File: src/rtl/mem_bus_arbiter.sv
// mem_bus_arbiter: shares the memory bus between I and D clients and steers accept/return tags to the owning client.
module mem_bus_arbiter #(
   parameter int NUM_TAGS        = 16,
   parameter int MAX_OUTSTANDING = 8,
   parameter int STARVE_LIMIT    = 4
) (
   input  logic        clock,
   input  logic        reset,
   input  logic [1:0]  Icache2arb_command,
   input  logic [63:0] Icache2arb_addr,
   input  logic [1:0]  Dcache2arb_command,
   input  logic [63:0] Dcache2arb_addr,
   input  logic [63:0] Dcache2arb_data,
   output logic [1:0]  proc2mem_command,
   output logic [63:0] proc2mem_addr,
   output logic [63:0] proc2mem_data,
   input  logic [3:0]  mem2proc_response,
   input  logic [63:0] mem2proc_data,
   input  logic [3:0]  mem2proc_tag,
   output logic [3:0]  Imem2proc_response,
   output logic [3:0]  Dmem2proc_response,
   output logic [3:0]  Imem2proc_tag,
   output logic [3:0]  Dmem2proc_tag,
   output logic [63:0] mem2proc_data_out,
   output logic [3:0]  outstanding_cnt,
   output logic        spurious_tag_err
);
   localparam logic [1:0] BUS_NONE = 2'd0;
   localparam logic [1:0] BUS_LOAD = 2'd1;
   localparam int SW = $clog2(STARVE_LIMIT + 1);

   logic [NUM_TAGS-1:0] valid_q, valid_d, owner_q, owner_d;
   logic [3:0]          cnt_q, cnt_d;
   logic [SW-1:0]       starve_q, starve_d;
   logic                err_q, err_d;
   logic                load_ok, i_raw, i_req, d_req, i_gnt, d_gnt, acc, ret, dup;

   // Loads become ineligible once every in-flight slot is used; stores never are.
   assign load_ok = cnt_q != 4'(MAX_OUTSTANDING);
   assign i_raw   = Icache2arb_command != BUS_NONE;
   assign i_req   = i_raw && (Icache2arb_command != BUS_LOAD || load_ok);
   assign d_req   = Dcache2arb_command != BUS_NONE && (Dcache2arb_command != BUS_LOAD || load_ok);
   assign d_gnt   = reset && d_req && (starve_q < SW'(STARVE_LIMIT) || !i_req);
   assign i_gnt   = reset && i_req && !d_gnt;

   assign proc2mem_command   = i_gnt ? Icache2arb_command : d_gnt ? Dcache2arb_command : BUS_NONE;
   assign proc2mem_addr      = i_gnt ? Icache2arb_addr : d_gnt ? Dcache2arb_addr : 64'd0;
   assign proc2mem_data      = d_gnt ? Dcache2arb_data : 64'd0;
   assign Imem2proc_response = i_gnt ? mem2proc_response : 4'd0;
   assign Dmem2proc_response = d_gnt ? mem2proc_response : 4'd0;

   assign acc = proc2mem_command == BUS_LOAD && mem2proc_response != 4'd0;
   assign ret = mem2proc_tag != 4'd0 && valid_q[mem2proc_tag];
   // An accept on a live tag is a protocol violation unless that same tag retires this cycle.
   assign dup = acc && valid_q[mem2proc_response] && !(ret && mem2proc_tag == mem2proc_response);

   assign Imem2proc_tag     = ret && !owner_q[mem2proc_tag] ? mem2proc_tag : 4'd0;
   assign Dmem2proc_tag     = ret && owner_q[mem2proc_tag] ? mem2proc_tag : 4'd0;
   assign mem2proc_data_out = mem2proc_data;
   assign outstanding_cnt   = cnt_q;
   assign spurious_tag_err  = err_q;

   always_comb begin
      valid_d = valid_q;
      owner_d = owner_q;
      if (ret) valid_d[mem2proc_tag] = 1'b0;
      if (acc) begin
         valid_d[mem2proc_response] = 1'b1;
         owner_d[mem2proc_response] = d_gnt;
      end
      cnt_d    = cnt_q + {3'd0, acc && !dup} - {3'd0, ret};
      starve_d = (!i_raw || i_gnt) ? '0 : starve_q == SW'(STARVE_LIMIT) ? starve_q : starve_q + 1'b1;
      err_d    = err_q || (mem2proc_tag != 4'd0 && !valid_q[mem2proc_tag]) || dup;
   end

   always_ff @(posedge clock or negedge reset) begin
      if (!reset) begin
         valid_q  <= '0;
         owner_q  <= '0;
         cnt_q    <= '0;
         starve_q <= '0;
         err_q    <= 1'b0;
      end else begin
         valid_q  <= valid_d;
         owner_q  <= owner_d;
         cnt_q    <= cnt_d;
         starve_q <= starve_d;
         err_q    <= err_d;
      end
   end
endmodule

File: config.mk
export PLATFORM = sky130hd
export DESIGN_NAME = mem_bus_arbiter
export DESIGN_NICKNAME = d
export VERILOG_FILES = /design/src/rtl/mem_bus_arbiter.sv
export SDC_FILE = /design/constraint.sdc
export NUM_CORES = 1
export LEC_CHECK = 0
export BUFFER_PORTS_ARGS = -buffer_cell sky130_fd_sc_hd__buf_2
export CORE_AREA = 2 2 188 190
export DETAILED_ROUTE_END_ITERATION = 10
export DIE_AREA = 0 0 190 192
export HOLD_SLACK_MARGIN = 0.1
export PLACE_DENSITY = 0.34
export SLEW_MARGIN = 20
export SYNTH_ARGS = -nofsm -noshare
export SYNTH_HDL_FRONTEND = slang
export SYNTH_SLANG_ARGS = --single-unit
File: constraint.sdc
create_clock -name clock -period 2.6 [get_ports clock]
set_clock_uncertainty 0.05 [all_clocks]
set_input_delay 0.26 -clock clock [delete_from_list [all_inputs] [get_ports clock]]
set_output_delay 0.26 -clock clock [all_outputs]
set_load 0.05 [all_outputs]
==> run_results.csv <==
group,metric,value,unit
timing,min_period,2.88,ns
min_path,hp-class,"reg -> reg",
placed_design,dp.cells,1253,
synth,synthCells,471,
finish,fill_cells,3675,
drt,postRouteAntennaNets,0,
drt,via_per_inst,3.81,
timing,rsz0062_at_grt,"yes",
pwr,power_density,750,nW/um2
pwr,ir_drop,0.294,mV
setup_path,r2r_slack,-0.14,ns
die,die-area,36500,um2
clock_network,cts-root-buf,"clkbuf_16",
pwr,fin_total_pwr,6.67,mW
run,maxCapViolCount,0,
global_routing,grt_pass1_vias,4860,
finish,drive_gt1_frac,0.778,
setup_path,path_max_fanout,18,
clock_network,clk_pin_slew,0.06,ns
timing,drv_slew,0,
outcome,status,"finished with violations",
clock_network,cts_tree,"done",
global_routing,gr-usage-met3,0.0431,
die,num_rows,68,
global_routing,top_usage_layer,"met2",
setup_path,start_kind,"flip-flop",
timing,setup_viol,140,
synth,yosysUniqueCellTypes,46,
die,start_util,0.119,
pwr,p_leak,4.34,nW
synth,syn_area,4090,um2
global_routing,grt_usage,0.128,
synth,ys_ff_latch,40,
placed_design,hpwl,22.2,mm
finish,diodes,0,
timing,finalHoldViolCount,0,
timing,slew_headroom,0.696,
clock_network,clock_sinks,40,
die,placeableCoreArea,34300,um2
clock_network,cts_buffers,5,
synth,syn_area_per_cell,8.68,um2
global_routing,use_met1,0.152,
finish,post-route-util,0.259,
drt,drc,0,
global_routing,gr-usage-met2,0.214,
setup_path,worstSetupEndpointType,"primary output",
finish,final_nets,1097,
timing,final.period_utilization,1.11,
synth,syn-num-nets,749,
placed_design,io_buffers,356,
die,die_x,190,um
finish,layout_common_cells,"217 x buf_2, 70 x and2_4, 66 x buf_8, 63 x buf_4, 50 x buf_6",
synth,synth_edf_count,0,
finish,postLayoutCellArea,8890,um2
synth,postSynth.asyncResetShare,1.00,
placed_design,gp_congestion,0.803,
drt,first_pass_iters,4,
finish,instances_no_fill,1275,
synth,ys_warn_count,0,
die,dieHeight,192,um
synth,seq_area_frac_synth,0.245,
clock_network,htree_levels,2,
synth,synth_ff_type,"dfrtp_1",
clock_network,clk_latency,0.29,ns
timing,worst_slack,-0.283,ns
setup_path,cp.required,2.29,ns
outcome,violations,"setup timing",
drt,drtIter0Drc,187,
drt,drt_wl_total,26.3,mm
setup_path,critical_path_class,"reg -> out",
finish,final_common_cell,"buf_2",
drt,vias,4852,
global_routing,grt_antenna_before_repair,1,
timing,fmax,347,MHz
die,ios,485,
setup_path,crit_arrival,2.57,ns
timing,final.setup.tns,-32.41,ns
global_routing,globalRouteOverflowTotal,0,
finish,area_growth_syn_to_layout,117,%
global_routing,grt_pass1_wl,33.7,mm
timing,worstMarginPinSlew,0.451,ns
global_routing,grt_max_degree,34,
placed_design,dpl_cell_area,7440,um2
drt,wl_per_cell,20.6,um
clock_network,cts.path.max_buffers,2,
-- final timing paths --
path,startpoint,cells after the start,endpoint
setup / recovery,outstanding_cnt[2]$_DFF_PN0_,10,proc2mem_addr[60]
hold / removal,owner_q[0]$_DFFE_PN0P_,0,owner_q[0]$_DFFE_PN0P_
setup reg to reg,valid_q[14]$_DFF_PN0_,11,outstanding_cnt[1]$_DFF_PN0_
hold reg to reg,owner_q[0]$_DFFE_PN0P_,0,owner_q[0]$_DFFE_PN0P_
max in group asynchronous,reset,4,valid_q[12]$_DFF_PN0_
min in group asynchronous,reset,2,owner_q[7]$_DFFE_PN0P_
-- cell families (layout without fill, tap and decap cells) --
group | after synthesis | in the layout | synth area share
AND/OR/NAND/NOR | 159 | 159 | 0.221
AO/OA/AOI/OAI | 108 | 108 | 0.206
XOR/XNOR | 7 | 7 | 0.0150
multiplexers | 34 | 34 | 0.113
adder cells (fa/ha/maj) | 8 | 8 | 0.0263
flip-flops | 40 | 40 | 0.245
buffers and inverters | 115 | 464 | 0.173
-- worst max-delay path: stages, from the launching register on --
cell      delay (ns)
dfrtp_2         0.41
inv_2           0.06
ha_1            0.13
or3b_4          0.42
a21o_1          0.24
a211oi_4        0.23
buf_6           0.15
buf_12          0.15
buf_12          0.16
a22o_4          0.16
buf_8           0.14
-- cell type report --
class,count,area [um2],share of cell area
Timing Repair Buffer,445,4100,0.461
Multi-Input combinational cell,316,3030,0.341
Sequential cell,40,1000,0.113
Tap cell,455,569,0.0640
Clock buffer,6,129,0.0145
Inverter,11,41.3,0.00465
Clock inverter,2,12.5,0.00141
-- state kept, by name, indices dropped and copies added, names as in the netlist --
name	cells
outstanding_cnt	4
owner_q	16
spurious_tag_err	1
starve_q	3
valid_q	16
-- timing repair --
action | 4_1_cts | 5_1_grt
gates resized for setup | 192 | 139
pin swaps | 3 | 9
buffers inserted | 0 | 6
gates cloned | 0 | 7
hold buffers | 1 | 0
setup endpoints to repair | 144 | 147
hold endpoints to repair | 23 | 0
-- report_power, final --
group / switching, mW / internal (mW) / leakage [nW] / total (mW)
Sequential: 0.110 / 0.794 / 0.523 / 0.904
Clock: 0.255 / 0.354 / 0.0669 / 0.609
Combinational: 2.79 / 2.37 / 3.75 / 5.16
-- metal layers --
layer / share of wire / vias to the layer above / routed length, um
li1: - / 2301 / -
met1: 0.39 / 2274 / 10400
met2: 0.49 / 223 / 12800
met3: 0.088 / 54 / 2320
met4: 0.031 / 0 / 806
met5: 0 / - / 0
-- through the flow --
step / hold slack [ns] / setup WS [ns]
after floorplan: -0.0856 / -0.109
after global placement: 0.0712 / -0.199
after detailed placement: 0.0700 / -0.204
after CTS: 0.338 / -0.316
after global routing: 0.360 / -0.385
final: 0.343 / -0.283
-- synthesized netlist by cell type, types with 3 or more instances --
library cell / n / area [um2]
a21oi_1: 5 / 25.0
a22o_1: 65 / 569
a22oi_1: 3 / 22.5
and2_1: 75 / 469
and3_1: 5 / 31.3
buf_2: 14 / 70.1
buf_4: 68 / 510
clkbuf_1: 20 / 75.1
dfrtp_1: 40 / 1000
ha_1: 7 / 87.6
inv_1: 11 / 41.3
mux2_2: 18 / 203
mux2i_1: 7 / 70.1
mux4_2: 8 / 180
nand2_1: 22 / 82.6
nand2b_1: 11 / 68.8
nand3_1: 8 / 40.0
nor2_1: 9 / 33.8
nor2b_1: 4 / 25.0
nor3_1: 11 / 55.1
nor4_1: 4 / 25.0
o21ai_0: 20 / 100
o31ai_1: 3 / 22.5
xnor2_1: 5 / 43.8
No activity file was read; power rests on OpenSTA's default activity.
